File: config.mk
export PLATFORM = sky130hd
export DESIGN_NAME = hms_ctrl_fsm
export DESIGN_NICKNAME = d
export VERILOG_FILES = /design/src/rtl/hms_ctrl_fsm.sv
export SDC_FILE = /design/constraint.sdc
export NUM_CORES = 1
export LEC_CHECK = 0
export BUFFER_PORTS_ARGS = -buffer_cell sky130_fd_sc_hd__buf_2
export CAP_MARGIN = 5
export CORE_UTILIZATION = 40
export DETAILED_ROUTE_END_ITERATION = 12
export PLACE_DENSITY = 0.55
export SLEW_MARGIN = 10
export SYNTH_ARGS = -nofsm -noshare
export SYNTH_HDL_FRONTEND = slang
export SYNTH_SLANG_ARGS = --single-unit
export TNS_END_PERCENT = 20
File: constraint.sdc
create_clock -name clk -period 5 [get_ports clk]
set_clock_uncertainty 0.1 [all_clocks]
set_input_delay 0.25 -clock clk [delete_from_list [all_inputs] [get_ports clk]]
set_output_delay 0.25 -clock clk [all_outputs]
set_load 0.05 [all_outputs]
File: src/rtl/hms_ctrl_fsm.sv
// HMS clock control: push-button conditioning, CLOCK/SETUP sequencing and single-cycle increment enables.
// Optional field blinking on o_digit_mask is built when HMS_CTRL_BLINK_EN is defined.
module hms_ctrl_fsm #(
   parameter int SAMPLE_DIV = 500000,
   parameter int TICK_DIV   = 50000000,
   parameter int BLINK_DIV  = 12500000
) (
   input  logic       clk,
   input  logic       rst_n,
   input  logic       i_sw0,
   input  logic       i_sw1,
   input  logic       i_sw2,
   input  logic       i_max_hit_sec,
   input  logic       i_max_hit_min,
   output logic       o_mode,
   output logic [1:0] o_position,
   output logic       o_sec_inc,
   output logic       o_min_inc,
   output logic       o_hour_inc,
   output logic       o_tick,
   output logic [5:0] o_digit_mask
);

   // state    | meaning
   // ST_CLOCK | time runs from the seconds tick and counter carries
   // ST_SETUP | time frozen; sw1 selects field, sw2 increments it
   typedef enum logic {
      ST_CLOCK = 1'b0,
      ST_SETUP = 1'b1
   } state_t;

   typedef enum logic [1:0] {
      POS_SEC  = 2'd0,
      POS_MIN  = 2'd1,
      POS_HOUR = 2'd2
   } pos_t;

   localparam int SCW = $clog2(SAMPLE_DIV + 1);
   localparam int TCW = $clog2(TICK_DIV + 1);

   state_t         state, state_nxt;
   pos_t           pos, pos_nxt;
   logic           sec_nxt, min_nxt, hour_nxt;
   logic           leave_setup;

   logic [SCW-1:0] smp_cnt;
   logic           smp_stb;
   logic [2:0]     sw_raw;
   logic [2:0]     hist [3];
   logic [2:0]     armed;
   logic [2:0]     ev;

   logic [TCW-1:0] tick_cnt;
   logic           tick_tc;

   assign smp_stb = (smp_cnt == SCW'(SAMPLE_DIV - 1));
   assign sw_raw  = {i_sw2, i_sw1, i_sw0};

   always_ff @(posedge clk or negedge rst_n) begin
      if (!rst_n) begin
         smp_cnt <= '0;
      end else begin
         smp_cnt <= smp_stb ? '0 : smp_cnt + SCW'(1);
      end
   end

   // A button only arms once it has been seen released, so a press held through reset stays silent.
   always_ff @(posedge clk or negedge rst_n) begin
      if (!rst_n) begin
         for (int i = 0; i < 3; i++) hist[i] <= 3'b111;
         armed <= '0;
         ev    <= '0;
      end else begin
         ev <= '0;
         if (smp_stb) begin
            for (int i = 0; i < 3; i++) begin
               hist[i] <= {hist[i][1:0], sw_raw[i]};
               if (sw_raw[i]) armed[i] <= 1'b1;
               ev[i] <= armed[i] && ({hist[i][1:0], sw_raw[i]} == 3'b100);
            end
         end
      end
   end

   assign tick_tc     = (tick_cnt == TCW'(TICK_DIV - 1));
   assign leave_setup = (state == ST_SETUP) && (state_nxt == ST_CLOCK);

   always_ff @(posedge clk or negedge rst_n) begin
      if (!rst_n) begin
         tick_cnt <= '0;
         o_tick   <= 1'b0;
      end else begin
         tick_cnt <= (tick_tc || leave_setup) ? '0 : tick_cnt + TCW'(1);
         o_tick   <= tick_tc;
      end
   end

   // Mode change wins over position/increment events arriving in the same cycle.
   always_comb begin
      state_nxt = state;
      pos_nxt   = pos;
      sec_nxt   = 1'b0;
      min_nxt   = 1'b0;
      hour_nxt  = 1'b0;
      if (ev[0]) begin
         state_nxt = (state == ST_CLOCK) ? ST_SETUP : ST_CLOCK;
         pos_nxt   = POS_SEC;
      end else if (state == ST_CLOCK) begin
         sec_nxt  = tick_tc;
         min_nxt  = i_max_hit_sec;
         hour_nxt = i_max_hit_min;
      end else begin
         if (ev[2]) begin
            case (pos)
               POS_SEC:  sec_nxt  = 1'b1;
               POS_MIN:  min_nxt  = 1'b1;
               POS_HOUR: hour_nxt = 1'b1;
               default:  sec_nxt  = 1'b0;
            endcase
         end
         if (ev[1]) begin
            case (pos)
               POS_SEC:  pos_nxt = POS_MIN;
               POS_MIN:  pos_nxt = POS_HOUR;
               default:  pos_nxt = POS_SEC;
            endcase
         end
      end
   end

   always_ff @(posedge clk or negedge rst_n) begin
      if (!rst_n) begin
         state      <= ST_CLOCK;
         pos        <= POS_SEC;
         o_sec_inc  <= 1'b0;
         o_min_inc  <= 1'b0;
         o_hour_inc <= 1'b0;
      end else begin
         state      <= state_nxt;
         pos        <= pos_nxt;
         o_sec_inc  <= sec_nxt;
         o_min_inc  <= min_nxt;
         o_hour_inc <= hour_nxt;
      end
   end

   assign o_mode     = state;
   assign o_position = pos;

`ifdef HMS_CTRL_BLINK_EN
   localparam int BCW = $clog2(BLINK_DIV + 1);

   logic [BCW-1:0] blink_cnt;
   logic           blink_tc;
   logic           blink_clr;
   logic           blink_ph, blink_ph_nxt;
   logic [5:0]     field_mask;
   logic [5:0]     mask_q;

   assign blink_tc  = (blink_cnt == BCW'(BLINK_DIV - 1));
   assign blink_clr = (state == ST_SETUP) && !ev[0] && (ev[1] || ev[2]);

   always_comb begin
      blink_ph_nxt = blink_ph;
      if (blink_clr) begin
         blink_ph_nxt = 1'b0;
      end else if (blink_tc) begin
         blink_ph_nxt = ~blink_ph;
      end
      field_mask = 6'b111111;
      case (pos_nxt)
         POS_SEC:  field_mask = 6'b111100;
         POS_MIN:  field_mask = 6'b110011;
         POS_HOUR: field_mask = 6'b001111;
         default:  field_mask = 6'b111111;
      endcase
   end

   always_ff @(posedge clk or negedge rst_n) begin
      if (!rst_n) begin
         blink_cnt <= '0;
         blink_ph  <= 1'b0;
         mask_q    <= 6'b111111;
      end else begin
         blink_cnt <= (blink_clr || blink_tc) ? '0 : blink_cnt + BCW'(1);
         blink_ph  <= blink_ph_nxt;
         mask_q    <= ((state_nxt == ST_SETUP) && blink_ph_nxt) ? field_mask : 6'b111111;
      end
   end

   assign o_digit_mask = mask_q;
`else
   assign o_digit_mask = 6'b111111;
`endif

endmodule
After elaboration in Yosys (flattened, before gate mapping)
Cells that the tools add are included.
{ "op_classes": {"addsub": 2, "n_mux": 21, "eq_ne": 7, "n_reduce_logical": 12, "bitwise": 1} }
{ "op_table": {"columns": ["cell", "count"], "rows": [
  ["$add 26x1->26 const B", 1],
  ["$eq 26x26->1 const B", 1],
  ["$mux 26", 1],
  ["$add 19x1->19 const B", 1],
  ["$eq 19x19->1 const B", 1],
  ["$mux 19", 1],
  ["$mux 1", 14],
  ["$eq 3x3->1 const B", 3],
  ["$reduce_and 2->1", 4],
  ["$mux 2", 3],
  ["$logic_and 1x1->1", 4],
  ["$pmux 2 s2", 1],
  ["$reduce_bool 2->1", 2],
  ["$mux 3", 1],
  ["$eq 2x1->1 const B", 1],
  ["$eq 2x2->1 const B", 1],
  ["$logic_not 2->1", 1],
  ["$logic_or 1x1->1", 1],
  ["$not 1->1", 1]
]} }
{ "totals": {"out_inout_bits": 13, "in_bits": 7, "wordCells": 58, "register_bits": 64} }

Depth between registers and ports, before layout
Gate-level depths: netlist (run 1).
{ "logic_depth": {"word_depth": 6, "mapped_depth": 6, "ltp_nobuf": 5} }

Least setup slack after synthesis (run 1)
Ideal clock, no wire load.
{ "synth_timing": {"kind": "flip-flop to flip-flop", "from": "reg smp_cnt[9]", "to": "reg hist[0] in the netlist's numbering", "path_buffers": 1, "setup_ps": 82, "setup_slack_ps": 3052, "path_stages_with_launch": 6, "arrival_ps": 1765, "synth_period_minus_slack_ps": 1948, "required_ps": 4818, "cell_sequence": "dfrtp_1 > clkbuf_1 > nor4b_2 > nand2_1 > nor4_4 > mux2_2"} }
{ "synth_via": {"elab_chain_cells": 1} }
{ "synth_rtl": {"columns": ["item", "line", "rtl"], "rows": [
  ["start, declared", "46", "logic [SCW-1:0] smp_cnt;"],
  ["start signal, assigned", "63", "smp_cnt <= smp_stb ? '0 : smp_cnt + SCW'(1);"],
  ["$eq 19x19->1", "56", "assign smp_stb = (smp_cnt == SCW'(SAMPLE_DIV - 1));"],
  ["end signal, assigned by index", "77", "hist[i] <= {hist[i][1:0], sw_raw[i]};"],
  ["end, declared", "49", "logic [2:0] hist [3];"]
]} }
No other way between the ends.
A chain may end at the register's enable or synchronous reset.

Worst setup path after layout (run 1)
{ "layout_timing": {"from": "reg smp_cnt[10]", "to": "reg hist[6] in the netlist's numbering"} }
Same word-level chain as after synthesis.

==> results of run 1 <==
layout by cell type (no fill, tap or decap), drive strengths merged, types with 6 or more instances in the layout:
master and count:
nand4 14, or3 6, and4 7, nand3 19, clkbuf 9, a21oi 16, mux2 7, inv 7
buf 14, dfrtp 58, dfstp 6, o21ai 6, conb 6, or4 7, nor4 10, xnor2 16
xor2 10, nor2 25, nand2 21
routing by layer:
layer / up-vias / track usage
li1: 1111 / -
met1: 1113 / 0.218
met2: 32 / 0.243
met5: - / 0
met3: 8 / 0.0438
met4: 0 / 0.0672
state kept, by name, summed over array words and instances, names as in the netlist:
name	flops
armed	3
ev	3
hist	6
o_hour_inc	1
o_min_inc	1
o_mode	1
o_position	2
o_sec_inc	1
o_tick	1
smp_cnt	19
tick_cnt	26
power groups by stage:
stage          logic, mW  clock network [mW]  registers (mW)
2_1_floorplan     0.0155                   0           0.536
3_3_place_gp      0.0335                   0           0.530
3_5_place_dp      0.0336                   0           0.530
4_1_cts           0.0354               0.457           0.520
5_1_grt           0.0382               0.475           0.520
6_report          0.0341               0.437           0.520
per-stage QoR:
stage,setup slack (ps),cells,utilization,instance area (µm²)
3_5_place_dp,2610,401,0.439,3250
3_3_place_gp,2610,401,0.439,3250
5_1_grt,2240,420,0.470,3480
2_1_floorplan,3050,302,-,3140
4_1_cts,2580,420,0.470,3480
6_report,2590,420,0.470,3480
area by class of cell:
class                   count  area share
clock inverters             7      0.0209
inverters                   7     0.00755
well taps                  99      0.0356
flip-flops and latches     64       0.463
multi-input cells         217       0.408
repair buffers             17      0.0295
clock buffers               9      0.0356
cell families after synthesis:
| family | after synthesis | share of synthesized area |
|---|---|---|
| and+or+nand+nor | 134 | 0.250 |
| DFF | 64 | 0.516 |
| AOI/OAI and AO/OA | 37 | 0.0734 |
| xor gates and xnor gates | 26 | 0.0730 |
| buffers and inverters | 21 | 0.0345 |
| muxes | 9 | 0.0317 |
| adders and majority gates | 5 | 0.0201 |
| other | 1 | 0.00120 |
path summary, 6_finish.rpt:
kind                                        from                      to  slack [ps]  depth (start not counted)
min reg2reg                 armed[2]$_DFFE_PN0P_    armed[2]$_DFFE_PN0P_         360                          1
max reg2reg                smp_cnt[10]$_DFF_PN0_     hist[6]$_DFFE_PN1N_        2590                          4
max                        smp_cnt[10]$_DFF_PN0_     hist[6]$_DFFE_PN1N_        2590                          4
min in group clk                   i_max_hit_sec     o_min_inc$_DFF_PN0_          40                          3
max in group asynchronous                  rst_n   smp_cnt[14]$_DFF_PN0_        4300                          2
min                                        rst_n  tick_cnt[21]$_DFF_PN0_         -30                          2
worst reg2reg max path: stages, from the launching register on:
cell	delay, ps
dfrtp_1	440
nor4b_1	390
nand2_1	150
nor4_4	840
mux2_2	420
==> impl_metrics.tcl, run 1 <==
set metrics [dict create \
    run_status "complete, but fails checks" \
    violated_checks "hold timing" \
    yosys_warnings 0 \
    synth_flop_cell "dfrtp_1" \
    report.final.hold_viol_count 29 \
    synth_largest_type_area_fraction 0.465 \
    cts.htree.levels 3 \
    synth-async-reset-ratio 1.00 \
    clk-insertion-delay-late_ps 350 \
    post_synth_main_area_contributors "dfrtp_1 (47%), dfstp_2 (5.1%), xnor2_1 (4.5%)" \
    top_signal_layer_used "met4" \
    vias 2264 \
    finalSetupViolations 0 \
    edff_count_synth 0 \
    chipHeight_um 90.3 \
    worstHoldPathType "in -> async" \
    port_buffers 13 \
    antennaDiodeCount 0 \
    gp_congestion 0.823 \
    setup_crit_end_kind "flop" \
    post_route_cells_drive_above_1_share 0.165 \
    critPathKind "reg -> reg" \
    post-synth-top-count-cell "dfrtp_1" \
    report.power.total_mw 0.991 \
    multiInputGateArea_mm2 0.00142 \
    vdd_ir_drop_max_uv 133 \
    pleak_nw 1.50 \
    grt_usage 0.161 \
    cts.root.buffer_cell "clkbuf_8" \
    clock_tree_from_tritoncts "built" \
    total_negative_slack_for_setup_checks_ps 0 \
    period_minus_slack_ps 2410 \
    p_per_area_mw_per_mm2 285 \
    seq_area_frac_synth 0.516 \
    hold_buffers 3 \
    path_cells "nor4b_1 -> nand2_1 -> nor4_4 -> mux2_2" \
    cell_internal_pwr_mw 0.755 \
    numClockSinks 64 \
    drt_iter0_drc 82 \
    drc 0 \
    crit_path_max_fanout 17 \
    worst_setup_hold_path_clk_slew_ps 80 \
    detailedPlacementHpwl_um 3860 \
    regArea_mm2 0.00161 \
    grt_max_degree 65 \
    max_stage_delay_ps 840 \
    cp_num_buf_inv 0 \
    postCtsSetupRepairBufs 0 \
    slew_viol_final 0 \
    synth_top_area_cell "dfrtp_1" \
    max_cap_violations 0 \
    timing.final.crit_share 0.482 \
    holdWs_ps -33.0 \
    yosys.cell_types.count 41 \
    post_synthesis_instance_area_mm2 0.00312 \
    placeable_core_area_mm2 0.00741 \
    wire_length_of_the_first_global_routing_pass_um 10500 \
    pwr-share-seq 0.525 \
    top_level_ports 20 \
    grt_overflow 0 \
    worst_slew_pin_slew_ps 910 \
    initial_antenna_violation_count 0 \
    rows 31 \
    synth-seq-cells 64 \
    fp.dieW_um 90.3 \
    wirelength_met1_um 2810 \
    flow.area_growth_from_synthesis_pct 11.6 \
    swShare 0.239 \
    nFillCells 734 \
    layout.nets 328 \
    first_global_vias 2171 \
    synth_area_per_cell_um2 10.5 \
    cpMaxStageDelayCell "nor4_4" \
    crit_family "simple AND/OR/NAND/NOR gates" \
    cts_repair_resize_count 0 \
    area_of_the_die_mm2 0.00815 \
    critical_path.startpoint_type "flop" \
    cp.arrival_ps 2580 \
    required_time_reported_for_the_critical_path_endpoint_ps 5170 \
    routed_via_density 5.39 \
    met3_length_um 205 \
    cts_buffer_depth 2 \
    tritoncts.num_buffers 9 \
    timing.fmax_mhz 415 \
    power.combinational.fraction 0.034 \
    remaining_antenna_violation_count 0 \
    detailed_routing_iterations_pass_1 4 \
    slew_headroom 0.388 \
    rsz0062_at_grt "no" \
    detailroute.wirelength.met2_um 2660 \
    start_util 0.421 \
    routed_wire_length_per_instance_um 13.7 \
    detail_route.wirelength_um 5770 \
    power.switching_mw 0.237 \
    synthesis.instances 297 \
    synth_top_cells_by_count "dfrtp_1 (58), nor2_1 (25), nand2_1 (21)" \
    power.share.clock 0.441 \
]
Note: power is estimated with default switching activity, not from simulation.
==> inputs of run 2 (changes only) <==
Settings changed: PLACE_DENSITY 0.55 to 0.58.
Clock period 5 ns to 2.2 ns, I/O delays scaled along.
==> run 2 against run 1 <==
Against the previous run:
- the flow now finishes without violations
- setup slack got worse by 2400 ps
- utilization is 1.2 points higher
- global-route usage fell by 0.56 points
- clock-buffer cell count is 3 higher
- clock power grew 120%
- routed wire length decreased by 1.3%
- non-clock buffer count rose by 9
- sequential share of layout area decreased by 1.2 points
- largest power group unchanged
==> impl_metrics.tcl, run 2 (synthesis results as in run 1) <==
set metrics [dict create \
    grt_overflow 0 \
    crit_family "simple AND/OR/NAND/NOR gates" \
    crit_path_max_fanout 8 \
    finalSetupViolations 0 \
    area_of_the_die_mm2 0.00815 \
    pleak_nw 1.55 \
    routed_wire_length_per_instance_um 13.3 \
    max_cap_violations 0 \
    timing.fmax_mhz 503 \
    antennaDiodeCount 0 \
    port_buffers 13 \
    start_util 0.421 \
    path_cells "nand4_2 -> or3_1 -> or4_1 -> a21oi_1" \
    drt_iter0_drc 152 \
    placeable_core_area_mm2 0.00741 \
    gp_congestion 0.760 \
    max_stage_delay_ps 530 \
    post-route-cell-area_mm2 0.00357 \
    cts_buffer_depth 2 \
    worst_setup_hold_path_clk_slew_ps 70 \
    dpl_cell_area_mm2 0.00332 \
    run_status "finished clean" \
    clk-insertion-delay-late_ps 340 \
    routed_via_density 5.36 \
    rows 31 \
    p_per_area_mw_per_mm2 620 \
    detailed_routing_iterations_pass_1 4 \
    numClockSinks 64 \
    timing.rr.start "tick_cnt[12]$_DFF_PN0_" \
    flow.area_growth_from_synthesis_pct 14.5 \
    grt_usage 0.155 \
    remaining_antenna_violation_count 0 \
    worstHoldPathType "in -> async" \
    worst_slew_pin_slew_ps 583 \
    cp.arrival_ps 2160 \
    vias 2300 \
    chipHeight_um 90.3 \
    period_minus_slack_ps 1990 \
    post_route_cells_drive_above_1_share 0.173 \
    stdcell_count 429 \
    setup_crit_end_kind "flop" \
    largest-register "tick_cnt" \
    vdd_ir_drop_max_uv 381 \
    first_global_vias 2184 \
    biggestRegsByFlops "tick_cnt x26, smp_cnt x19, hist x6" \
    worst_reg2reg_setup_slack_ps 210 \
    tritoncts.num_buffers 9 \
    most_frequent_standard_cell_in_the_layout_excluding_fill_and_tap_cells "dfrtp_1" \
    detailedPlacementHpwl_um 3970 \
    reg2reg_to "tick_cnt[21]$_DFF_PN0_" \
    drc 0 \
    report.final.hold_viol_count 0 \
    total_negative_slack_for_setup_checks_ps 0 \
    required_time_reported_for_the_critical_path_endpoint_ps 2370 \
    initial_antenna_violation_count 0 \
    critical_path.startpoint_type "flop" \
    wire_length_of_the_first_global_routing_pass_um 10000 \
    layout.nets 337 \
    critPathKind "reg -> reg" \
    cts.htree.levels 3 \
    timing.final.crit_share 0.903 \
    fp.dieW_um 90.3 \
    ff2ff_path_depth 4 \
    place.detailed.instances 407 \
    cts.root.buffer_cell "clkbuf_8" \
    top_level_ports 20 \
    cp_num_buf_inv 0 \
    detail_route.wirelength_um 5700 \
    slew_viol_final 0 \
    rsz0062_at_grt "no" \
    clock_tree_from_tritoncts "built" \
    nFillCells 707 \
    grt_max_degree 41 \
    slew_headroom 0.612 \
    number_of_flip_flops_under_the_largest_register_name 26 \
    layout_common_cells "dfrtp_1 (58), nor2_1 (25), nand2_1 (21)" \
    cpMaxStageDelayCell "or4_1" \
]
run 2: where the power goes:
group / switching [mW] / total (mW) / internal (mW)
combinational: 0.0651 / 0.0846 / 0.0195
sequential: 0.00268 / 1.18 / 1.18
clock: 0.427 / 0.947 / 0.521
total: 0.494 / 2.22 / 1.72
run 2: layout make-up:
type / count / area (µm²) / share of cell area
inverter: 7 / 26.3 / 0.00736
clock buffer: 12 / 135 / 0.0378
clock inverter: 4 / 47.5 / 0.0133
multi-input combinational: 217 / 1430 / 0.399
timing repair buffer: 26 / 203 / 0.0568
sequential: 64 / 1610 / 0.451
tap: 99 / 124 / 0.0347
run 2: stage by stage:
stage                     power [mW]  worst slack [ps]   util  hold WS, ps
final                           2.22               213  0.482          199
after global routing            2.31              72.2  0.482          256
after CTS                       2.26               168  0.481          213
after detailed placement        1.28               179  0.448         49.1
after global placement          1.28               209  0.448         43.4
after floorplan                 1.25               252      -         -286
run 2: layer usage:
metal	GRT usage	wire length, µm	vias up
met5	0	0	-
met4	0.0524	72	0
met3	0.0488	249	9
met2	0.244	2630	46
met1	0.203	2750	1123
li1	-	-	1122
run 2: worst register-to-register path, cell delays in order (launching register included):
cell     delay, ps
dfrtp_1        470
nand4_2        160
or3_1          520
or4_1          530
a21oi_1        150
run 2: how the worst max path moves through the flow:
| stage | end | depth (start not counted) | slack [ps] | startpoint |
|---|---|---|---|---|
| after floorplan | hist[0]$_DFFE_PN1N_ | 5 | 250 | smp_cnt[9]$_DFF_PN0_ |
| after global placement | hist[1]$_DFFE_PN1N_ | 5 | 210 | smp_cnt[10]$_DFF_PN0_ |
| after detailed placement | hist[1]$_DFFE_PN1N_ | 5 | 180 | smp_cnt[10]$_DFF_PN0_ |
| after CTS | hist[1]$_DFFE_PN1N_ | 5 | 170 | smp_cnt[10]$_DFF_PN0_ |
| after global routing | tick_cnt[23]$_DFF_PN0_ | 4 | 70 | tick_cnt[8]$_DFF_PN0_ |
| final | tick_cnt[21]$_DFF_PN0_ | 4 | 210 | tick_cnt[12]$_DFF_PN0_ |
run 2: timing repair:
item                                    CTS  global route
buffers inserted                          0             0
endpoints found under the setup margin    0             3
hold endpoints to repair                 35             0
resized for setup                         0             1
hold buffers                              6             0
==> inputs of run 3 (changes only) <==
Settings changed: CORE_UTILIZATION 40 to 45, GPL_ROUTABILITY_DRIVEN set to 0, PLACE_DENSITY 0.58 to 0.63.
==> run 3 against run 2 <==
Against the previous run:
- maximum frequency down 0.51%
- final cell count down 4.7%
- routed wire length up 1.0%
- flip-flop and latch count unchanged
- register-to-register slack about the same
- die area down 11%
- combinational power about the same
- non-clock buffer count up 2
- clock power down 3.9%
- sequential share of layout area up 0.11 points
- first-iteration DRC count down 38%
- setup slack worse by 10 ps
==> impl_metrics.tcl, run 3 (synthesis results as in run 1) <==
set metrics [dict create \
    path_depth 4 \
    numClockSinks 64 \
    postCtsSetupRepairBufs 0 \
    number_of_flip_flops_under_the_largest_register_name 26 \
    setup_crit_end_kind "flop" \
    pwr-share-seq 0.543 \
    period_minus_slack_ps 2000 \
    cts.root.buffer_cell "clkbuf_8" \
    swShare 0.246 \
    cpMaxStageDelayCell "or4_1" \
    power.switching_mw 0.536 \
    grt_usage 0.180 \
    flow.area_growth_from_synthesis_pct 14.2 \
    slew_headroom 0.633 \
    layout_common_cells "dfrtp_1 (58), nor2_1 (25), nand2_1 (21)" \
    post_route_cells_drive_above_1_share 0.190 \
    timing.rr.start "tick_cnt[12]$_DFF_PN0_" \
    total_negative_slack_for_setup_checks_ps 0 \
    vdd_ir_drop_max_uv 336 \
    cts.htree.levels 3 \
    crit_path_start "tick_cnt[12]$_DFF_PN0_" \
    p_per_area_mw_per_mm2 611 \
    cp.arrival_ps 2170 \
    max_cap_violations 0 \
    rows 29 \
    biggestRegsByFlops "tick_cnt x26, smp_cnt x19, hist x6" \
    detailedPlacementHpwl_um 4020 \
    routed_wire_length_per_instance_um 14.1 \
    detail_route.wirelength_um 5760 \
    fp.dieW_um 85.2 \
    report.power.total_mw 2.18 \
    tritoncts.num_buffers 9 \
    path_cells "nand4_2 -> or4_1 -> or4_1 -> a21oi_1" \
    chipHeight_um 85.2 \
    power.share.clock 0.418 \
    required_time_reported_for_the_critical_path_endpoint_ps 2370 \
    antennaDiodeCount 0 \
    run_status "finished clean" \
    first_global_vias 2198 \
    initial_antenna_violation_count 0 \
    top_level_ports 20 \
    remaining_antenna_violation_count 0 \
    slew_viol_final 0 \
    area_of_the_die_mm2 0.00727 \
    timing.final.crit_share 0.908 \
    vias 2251 \
    finalSetupViolations 0 \
    critical_path.startpoint_type "flop" \
    cell_internal_pwr_mw 1.64 \
    drt_iter0_drc 95 \
    clock_tree_from_tritoncts "built" \
    cp_num_buf_inv 0 \
    rsz0062_at_grt "no" \
    cts_buffer_depth 2 \
    max_stage_delay_ps 600 \
    placeable_core_area_mm2 0.00653 \
    report.final.hold_viol_count 0 \
    pleak_nw 1.57 \
    worst_slew_pin_slew_ps 551 \
    port_buffers 13 \
    ff2ff_path_depth 4 \
    grt_overflow 0 \
    start_util 0.477 \
    most_frequent_standard_cell_in_the_layout_excluding_fill_and_tap_cells "dfrtp_1" \
    worst_setup_hold_path_clk_slew_ps 70 \
    power.combinational.fraction 0.039 \
    grt_max_degree 42 \
    layout.nets 339 \
    timing.fmax_mhz 501 \
    most_prevalent_standard_cell_on_the_critical_path "or4_1" \
    finish.utilization 0.545 \
    largest-register "tick_cnt" \
    critPathKind "reg -> reg" \
    clk-insertion-delay-late_ps 340 \
    drc 0 \
    crit_family "simple AND/OR/NAND/NOR gates" \
    crit_path_max_fanout 7 \
    wire_length_of_the_first_global_routing_pass_um 10200 \
    worstHoldPathType "in -> async" \
    detailed_routing_iterations_pass_1 4 \
    routed_via_density 5.50 \
]
-- run 3: power by group through the flow --
stage / Combinational, mW / Clock, mW / Sequential, mW
final: 0.0847 / 0.910 / 1.18
after global routing: 0.0936 / 0.997 / 1.18
after CTS: 0.0872 / 0.945 / 1.18
after detailed placement: 0.0792 / 0 / 1.21
after global placement: 0.0789 / 0 / 1.21
after floorplan: 0.0353 / 0 / 1.22
-- run 3: metrics by stage --
step                      setup slack, ps  instances  hold slack [ps]  cell area [µm²]
final                                 203        409              184             3560
after global routing                 26.4        409              238             3560
after CTS                             106        409              194             3550
after detailed placement              121        387             35.2             3310
after global placement                183        387             30.2             3310
after floorplan                       252        302             -286             3140
-- run 3: area by class of cell --
class,count,area (µm²)
fill,597,2970
timing repair buffer,28,218
sequential,64,1610
multi-input combinational,217,1430
tap,77,96.3
clock buffer,10,138
inverter,7,26.3
clock inverter,6,43.8
-- run 3: path summary, 6_finish.rpt --
path                                          endpoint  slack, ps
worst max-delay path            tick_cnt[24]$_DFF_PN0_        200
worst min-delay path            tick_cnt[21]$_DFF_PN0_        180
worst max register to register  tick_cnt[24]$_DFF_PN0_        200
worst min register to register    armed[0]$_DFFE_PN0P_        360
max in group asynchronous          hist[4]$_DFFE_PN1N_       1150
min in group clk                  armed[0]$_DFFE_PN0P_        360
-- run 3: per-layer routing --
layer	GRT usage	routed length, µm	share of wire
met1	0.243	2910	0.51
met2	0.279	2590	0.45
met3	0.0292	131	0.023
met4	0.0971	125	0.022
met5	0	0	0
-- run 3: what timing repair did --
action / CTS / global route
endpoints found under the setup margin: 0 / 14
resized for setup: 0 / 2
hold endpoints to repair: 34 / 0
hold buffers: 6 / 0
